`src/rtl/aes_pkg.sv`:
```
// Shared AES-system definitions: block width, UART transmitter state encoding
// and the default baud divisor (50 MHz / 115200).
package aes_pkg;

    localparam int AES_BLOCK_W          = 128;
    localparam int DEFAULT_CLKS_PER_BIT = 434;

    typedef enum logic [2:0] {
        ST_IDLE   = 3'd0,
        ST_START  = 3'd1,
        ST_DATA   = 3'd2,
        ST_PARITY = 3'd3,
        ST_STOP   = 3'd4,
        ST_DONE   = 3'd5
    } uart_state_t;

endpackage

```
`src/rtl/uart_baud_tick.sv`:
```
// Baud-rate divider: emits a one-cycle tick every CLKS_PER_BIT cycles while
// i_clear is low. Holding i_clear high parks the counter at zero, so the first
// tick after release arrives exactly CLKS_PER_BIT cycles later. Shared with the
// planned UART receiver.
module uart_baud_tick #(
    parameter int CLKS_PER_BIT = 434
) (
    input  logic i_clk,
    input  logic i_rst,
    input  logic i_clear,
    output logic o_tick
);
    localparam int CNT_W = (CLKS_PER_BIT > 1) ? $clog2(CLKS_PER_BIT) : 1;
    localparam logic [CNT_W-1:0] CNT_MAX = CNT_W'(CLKS_PER_BIT - 1);

    logic [CNT_W-1:0] r_cnt;
    logic             w_wrap;

    assign w_wrap = (r_cnt == CNT_MAX);
    assign o_tick = w_wrap && !i_clear;

    // Free-running divider that wraps at CLKS_PER_BIT-1 and is held by clear
    always_ff @(posedge i_clk or posedge i_rst) begin
        if (i_rst)
            r_cnt <= '0;
        else if (i_clear || w_wrap)
            r_cnt <= '0;
        else
            r_cnt <= r_cnt + 1'b1;
    end

endmodule

```
`src/rtl/aes_result_uart_tx.sv`:
```
// AES result UART transmitter. Captures the selected 128-bit result on the
// rising edge of its ready flag and sends it MSB byte first, LSB bit first,
// as back-to-back UART frames. Frame is 8N1 by default; define
// AES_UART_PARITY_EN for 8E1 (even parity bit after bit 7).
module aes_result_uart_tx
    import aes_pkg::*;
#(
    parameter int CLKS_PER_BIT = DEFAULT_CLKS_PER_BIT,
    parameter int NUM_BYTES    = AES_BLOCK_W / 8,
    localparam int DATA_W      = 8 * NUM_BYTES,
    localparam int IDX_W       = (NUM_BYTES > 1) ? $clog2(NUM_BYTES) : 1
) (
    input  logic              i_Clk,
    input  logic              i_Rst,
    input  logic [DATA_W-1:0] i_Data,
    input  logic              i_Valid,
    output logic              o_Tx,
    output logic              o_Busy,
    output logic              o_Done,
    output logic [IDX_W-1:0]  o_ByteIdx
);
    localparam logic [IDX_W-1:0] LAST_IDX = IDX_W'(NUM_BYTES - 1);

    uart_state_t       r_state;
    logic [DATA_W-1:0] r_block;     // remaining bytes, next byte at the top
    logic [7:0]        r_shift;     // byte on the wire, LSB is current bit
    logic [2:0]        r_bit_cnt;
    logic [IDX_W-1:0]  r_byte_idx;
    logic              r_tx;
    logic              r_busy;
    logic              r_done;
    logic              r_valid;     // Valid history for edge detect
    logic              r_armed;     // Valid has been seen low since reset
`ifdef AES_UART_PARITY_EN
    logic              r_par;       // running XOR of bits already sent
`endif

    logic w_start;
    logic w_tick;
    logic w_baud_clr;

    // A start needs a genuine low-to-high transition seen after reset
    assign w_start    = i_Valid && !r_valid && r_armed;
    // Counter is parked in IDLE so START lasts exactly one bit time
    assign w_baud_clr = (r_state == ST_IDLE);

    uart_baud_tick #(
        .CLKS_PER_BIT (CLKS_PER_BIT)
    ) u_baud (
        .i_clk   (i_Clk),
        .i_rst   (i_Rst),
        .i_clear (w_baud_clr),
        .o_tick  (w_tick)
    );

    assign o_Tx      = r_tx;
    assign o_Busy    = r_busy;
    assign o_Done    = r_done;
    assign o_ByteIdx = r_byte_idx;

    // Transmit FSM with registered line, status and byte index
    always_ff @(posedge i_Clk or posedge i_Rst) begin
        if (i_Rst) begin
            r_state    <= ST_IDLE;
            r_block    <= '0;
            r_shift    <= '0;
            r_bit_cnt  <= '0;
            r_byte_idx <= '0;
            r_tx       <= 1'b1;
            r_busy     <= 1'b0;
            r_done     <= 1'b0;
            r_valid    <= 1'b0;
            r_armed    <= 1'b0;
`ifdef AES_UART_PARITY_EN
            r_par      <= 1'b0;
`endif
        end else begin
            r_valid <= i_Valid;
            if (!i_Valid)
                r_armed <= 1'b1;

            case (r_state)
                ST_IDLE: begin
                    r_tx   <= 1'b1;
                    r_done <= 1'b0;
                    if (r_busy) begin
                        // Cycle after capture: drop the line for byte 0
                        r_state   <= ST_START;
                        r_tx      <= 1'b0;
                        r_shift   <= r_block[DATA_W-1 -: 8];
                        r_block   <= r_block << 8;
                        r_bit_cnt <= '0;
                    end else if (w_start) begin
                        r_block <= i_Data;
                        r_busy  <= 1'b1;
                    end
                end

                ST_START: begin
                    if (w_tick) begin
                        r_state <= ST_DATA;
                        r_tx    <= r_shift[0];
`ifdef AES_UART_PARITY_EN
                        r_par   <= 1'b0;
`endif
                    end
                end

                ST_DATA: begin
                    if (w_tick) begin
                        if (r_bit_cnt == 3'd7) begin
                            r_bit_cnt <= '0;
`ifdef AES_UART_PARITY_EN
                            r_state   <= ST_PARITY;
                            r_tx      <= r_par ^ r_shift[0];
`else
                            r_state   <= ST_STOP;
                            r_tx      <= 1'b1;
`endif
                        end else begin
                            r_bit_cnt <= r_bit_cnt + 3'd1;
                            r_shift   <= r_shift >> 1;
                            r_tx      <= r_shift[1];
`ifdef AES_UART_PARITY_EN
                            r_par     <= r_par ^ r_shift[0];
`endif
                        end
                    end
                end

`ifdef AES_UART_PARITY_EN
                ST_PARITY: begin
                    if (w_tick) begin
                        r_state <= ST_STOP;
                        r_tx    <= 1'b1;
                    end
                end
`endif

                ST_STOP: begin
                    if (w_tick) begin
                        if (r_byte_idx < LAST_IDX) begin
                            // Next byte starts immediately, no idle gap
                            r_byte_idx <= r_byte_idx + 1'b1;
                            r_shift    <= r_block[DATA_W-1 -: 8];
                            r_block    <= r_block << 8;
                            r_tx       <= 1'b0;
                            r_state    <= ST_START;
                        end else begin
                            r_state    <= ST_DONE;
                            r_done     <= 1'b1;
                            r_busy     <= 1'b0;
                            r_byte_idx <= '0;
                        end
                    end
                end

                ST_DONE: begin
                    // Any edge landing here is consumed by r_valid, not queued
                    r_done  <= 1'b0;
                    r_state <= ST_IDLE;
                end

                default: begin
                    r_state <= ST_IDLE;
                    r_tx    <= 1'b1;
                end
            endcase
        end
    end

endmodule

```
`config.mk`:
```
export PLATFORM = sky130hd
export DESIGN_NAME = aes_result_uart_tx
export DESIGN_NICKNAME = d
export VERILOG_FILES = /design/src/rtl/aes_pkg.sv /design/src/rtl/uart_baud_tick.sv /design/src/rtl/aes_result_uart_tx.sv
export SDC_FILE = /design/constraint.sdc
export NUM_CORES = 1
export LEC_CHECK = 0
export ABC_AREA = 0
export CAP_MARGIN = 20
export CORE_MARGIN = 3
export CORE_UTILIZATION = 54
export CTS_CLUSTER_DIAMETER = 200
export DETAILED_ROUTE_END_ITERATION = 10
export PLACE_DENSITY = 0.81
export SLEW_MARGIN = 15
export SYNTH_ARGS = -nofsm -noshare
export SYNTH_HDL_FRONTEND = slang
export SYNTH_SLANG_ARGS = --single-unit
```
`constraint.sdc`:
```
create_clock -name i_Clk -period 6.78 [get_ports i_Clk]
set_clock_uncertainty 0.05 [all_clocks]
set_input_delay 1.356 -clock i_Clk [delete_from_list [all_inputs] [get_ports i_Clk]]
set_output_delay 1.356 -clock i_Clk [all_outputs]
set_load 0.03 [all_outputs]
```
# Yosys cells after proc, flatten, opt, wreduce, memory -nomap -nowiden
# Index checks and enable logic that the tools add are counted.
# Widths: inputs -> output; s select.
[totals]
in_bits = 131
word_cells = 90
out_inout_bits = 7
reg_bits = 160
[op_classes]
reduce_logical = 20
addsub = 3
order_cmp = 1
bitwise = 1
eq_ne = 15
n_mux = 39
[ops]
columns = ["op", "count"]
rows = [
  ["$mux 128", 4],
  ["$pmux 128 s2", 1],
  ["$mux 8", 5],
  ["$mux 3", 9],
  ["$pmux 8 s3", 1],
  ["$mux 1", 12],
  ["$pmux 3 s4", 1],
  ["$ne 2x2->1 const B", 5],
  ["$reduce_and 5->1", 2],
  ["$add 9x1->9 const B", 1],
  ["$eq 3x3->1 const B", 3],
  ["$eq 9x9->1 const B", 1],
  ["$mux 9", 1],
  ["$reduce_and 3->1", 3],
  ["$ne 2x1->1 const B", 3],
  ["$pmux 3 s2", 1],
  ["$reduce_and 6->1", 1],
  ["$reduce_bool 2->1", 3],
  ["$pmux 1 s5", 1],
  ["$add 4x1->4 const B", 1],
  ["$lt 4x4->1 const B", 1],
  ["$mux 4", 1],
  ["$pmux 1 s2", 2],
  ["$reduce_and 4->1", 1],
  ["other kinds (12)", 15],
]

# Longest topological paths before layout
[logic_depth]
word_depth = 6
mapped_depth = 9
mapped_depth_nobuf = 6

# By module
# Synthesis repeated with hierarchy kept, for this count alone.
[hier_totals]
cells_unflattened = 579
area_unflattened_um2 = 8560.7
[by_module_without_submodules]
columns = ["mod", "area_per_inst_um2", "seq_area_each_um2", "cells_per_inst", "instances"]
rows = [
  ["aes_result_uart_tx", 8070.2, 3779.9, 530, 1],
  ["uart_baud_tick", 490.5, 225.2, 49, 1],
]

# Worst setup path before layout
# OpenSTA, ideal clock, no wires.
[synth_timing]
kind = "in2reg"
from = "input port i_Valid"
to = "register r_block[106]"
path_buffers = 2
arrival_time_ns = 2.409
path_stages = 5
setup_slack_ns = 4.196
setup_ns = 0.125
path_cell_list = "nand3b_1 > a221o_2 > buf_12 > buf_12 > mux2_4"
[synth_via]
elab_chain_len = 4
[synth_rtl]
columns = ["item", "line", "rtl"]
rows = [
  ["start, declared", "aes_result_uart_tx.sv:16", "input logic i_Valid,"],
  ["$logic_and 1x1->1 (2 in a row)", "aes_result_uart_tx.sv:43", "assign w_start = i_Valid && !r_valid && r_armed;"],
  ["$ne 3x3->1 (no source line)", "-", ""],
  ["$reduce_and 4->1 (no source line)", "-", ""],
  ["end signal, assigned", "aes_result_uart_tx.sv:91", "r_block <= r_block << 8;"],
  ["end signal, assigned", "aes_result_uart_tx.sv:94", "r_block <= i_Data;"],
  ["end signal, assigned", "aes_result_uart_tx.sv:146", "r_block <= r_block << 8;"],
  ["end, declared", "aes_result_uart_tx.sv:25", "logic [DATA_W-1:0] r_block;"],
]
# Every way passes these cells.
# A chain may end at the register's enable or synchronous reset.

# Worst setup path after layout
[layout_timing]
from = "register r_state[0]"
to = "register r_block[112]"
[layout_via]
elab_chain_len = 5
elab_cells_between_ends = 10
cone_classes = "4 x eq/ne; 1 x mux; 5 x reduce/logical"
[layout_rtl]
columns = ["item", "line", "rtl"]
rows = [
  ["start, declared", "aes_result_uart_tx.sv:24", "uart_state_t r_state;"],
  ["start signal, assigned", "aes_result_uart_tx.sv:64", "r_state <= ST_IDLE;"],
  ["start signal, assigned", "aes_result_uart_tx.sv:88", "r_state <= ST_START;"],
  ["start signal, assigned", "aes_result_uart_tx.sv:101", "r_state <= ST_DATA;"],
  ["$logic_not 3->1", "aes_result_uart_tx.sv:45, aes_result_uart_tx.sv:82", ""],
  ["$logic_not 1->1", "uart_baud_tick.sv:20", "assign o_tick = w_wrap && !i_clear;"],
  ["$logic_and 1x1->1", "uart_baud_tick.sv:20", ""],
  ["$ne 2x1->1 (no source line)", "-", ""],
  ["$reduce_and 4->1 (no source line)", "-", ""],
]
# Parallel ways exist; a longest one is shown, timed or not.

==> out/metrics.yaml <==
final_cell_mix: "dfrtp_1, mux2_2, clkdlybuf4s50_1"
grt_pass1_vias: 5220
leakage_nw: 4.88
fin_setup_tns_ps: 0
fillers: 1104
fp-row-count: 45
crit_start: "r_state[0]"
drc: 0
wl_um: 16600
synth.distinct_cells: 48
wire_per_inst_um: 18.0
fmax_ghz: 0.303
grt.total_usage_pct: 20.0
multiInputGateArea_sq_um: 4060
firstDrtPassIters: 4
cts_buffer_depth: 2
drtAntennaViolNets: 0
initial_core_util_pct: 55.3
synth.avg_cell_area_sq_um: 14.7
cts.sink_count: 160
synth_edf_count: 0
maxCapViolations: 0
slew_violations: 0
max-slew-margin-rel_pct: 28.9
avgViaCountPerCell: 5.32
gp_congestion: 0.827
yosysWarnings: 0
crit_arrival_ps: 3560
hold_buffers: 0
tightest_slew_ps: 1060
cts_tree: "built"
crit_type: "flop to flop"
core-area_sq_um: 15300
cts_resized: 0
io_pins: 138
overflow: 0
min_path_cells: 1
die_y_um: 131
dp_hpwl_um: 11100
clk_pin_slew_ps: 60
diodes: 0
final_layout_size_suffix_gt1_share_pct: 42.0
critPathMaxFanout: 51
maxUsedRoutingLayer: "met5"
grt_pass1_wl_um: 26400
syn-instance-count: 574
powerDensity_nw_per_um2: 301
async_reset_ff_share_pct: 100
r2r_cells: 5
final-hold-violation-count: 0
holdWs_ps: 431
yosys_register_bits: 160
vias: 4896
start_kind: "flop"
min_period_ps: 3300
ys.flop_type: "dfrtp_1"
synth_area_sq_um: 8440
drt-met1-wl_um: 7310
r2r_start: "r_state[0]"
final_net_count: 834
hp-start: "r_armed"
final_common_cell: "dfrtp_1"
portBuffers: 137
route.met3.wl_um: 981
setup_viol: 0
syn_to_final_growth_pct: 22.3
ir_worst_vdd_mv: 0.195
root_buffer: "clkbuf_16"
cp-end-kind: "flop"
synth_nets: 710
seq_area_sq_um: 4010
antenna_found_initial: 2
hold_class: "flop to flop"
grt_max_degree: 129
drt_iter0_drc: 253
wl_met2_um: 7940
yosysSeqAreaShare_pct: 47.4
crit_required_ps: 7040
h-tree-depth: 4
die_x_um: 131
cts_buffers: 17
fin_crit_sh_pct: 48.6
rsz0062_at_grt: "no"
dieArea_sq_um: 17200
status: "completed"
worstSkewPairLatency_ps: 430
post_cts_buffers: 0
==> report_power, final <==
| group | total [mW] | switching, mW | internal (mW) |
|---|---|---|---|
| Combinational | 0.831 | 0.241 | 0.591 |
| Sequential | 1.42 | 0.182 | 1.23 |
| Clock | 0.865 | 0.365 | 0.500 |
==> critical path, cell delays in order, from the launching register on <==
cell     delay [ps]
dfrtp_1         640
nor3b_1         220
nor2_4          840
buf_4           670
mux2_2          430
mux2_4          270
==> registers in the layout (all words and copies together), names as in the netlist <==
| name | flops |
|---|---|
| o_ByteIdx | 4 |
| o_Tx | 1 |
| o_Done | 1 |
| r_block | 128 |
| r_bit_cnt | 3 |
| o_Busy | 1 |
| u_baud.r_cnt | 9 |
| r_state | 3 |
| r_shift | 8 |
| r_valid | 1 |
| r_armed | 1 |
==> logic make-up after synthesis <==
group           count (synthesis)  synth area share, %
xor+xnor                        8                0.830
mux                           266                 40.3
fa+ha+maj                       5                0.741
compound gates                 25                 2.18
buf+inv                        49                 4.62
simple gates                   61                 3.85
flops                         160                 47.4
==> path summary, 6_finish.rpt <==
| path | endpoint | slack, ps |
|---|---|---|
| worst max register to register | r_block[112] | 3480 |
| max in group asynchronous | r_block[97] | 3810 |
| worst min-delay path | r_armed | 430 |
| min in group asynchronous | r_block[21] | 1420 |
| worst min register to register | r_armed | 430 |
| worst max-delay path | r_block[112] | 3480 |
==> synthesized netlist by cell type (2+ instances only) <==
cell	number	area [sq um]
o22a_1	2	17.5
nand2b_1	2	12.5
buf_12	11	220
and3_1	2	12.5
xnor2_1	6	52.6
a22o_1	2	17.5
mux2i_1	9	90.1
a21oi_1	6	30.0
o31ai_1	2	15.0
nor3_1	3	15.0
dfrtp_1	159	3980
nand3_1	5	25.0
buf_2	4	20.0
nand3b_1	3	22.5
xor2_1	2	17.5
mux2_4	112	1680
buf_1	9	33.8
nor4b_1	2	17.5
inv_1	13	48.8
buf_6	3	33.8
nand4_1	3	18.8
mux2_2	145	1630
ha_1	5	62.6
nor2_1	21	78.8
clkbuf_1	9	33.8
nand2_1	12	45.0
==> area by class of cell <==
class,instances,area share [%]
flip-flops and latches,160,38.8
repair buffers,141,13.7
well taps,211,2.56
multi-input cells,365,39.4
clock buffers,24,4.76
clock inverters,7,0.339
inverters,13,0.521
==> metal layers <==
metal	global-route usage [%]	vias to the layer above
li1	-	2307
met4	6.72	4
met3	7.40	27
met1	26.1	2443
met5	0	-
met2	31.0	115
==> through the flow <==
stage	setup WS, ps	cell area (sq um)	utilization (%)	total power [mW]	cells
6_report	3480	10300	67.7	3.11	921
5_1_grt	3260	10300	67.7	3.29	921
4_1_cts	3500	10300	67.7	3.15	921
3_5_place_dp	3290	9800	64.2	2.26	890
3_3_place_gp	3350	9800	64.2	2.23	890
2_1_floorplan	1060	8440	-	2.03	574
(Power assumes the default switching activity.)
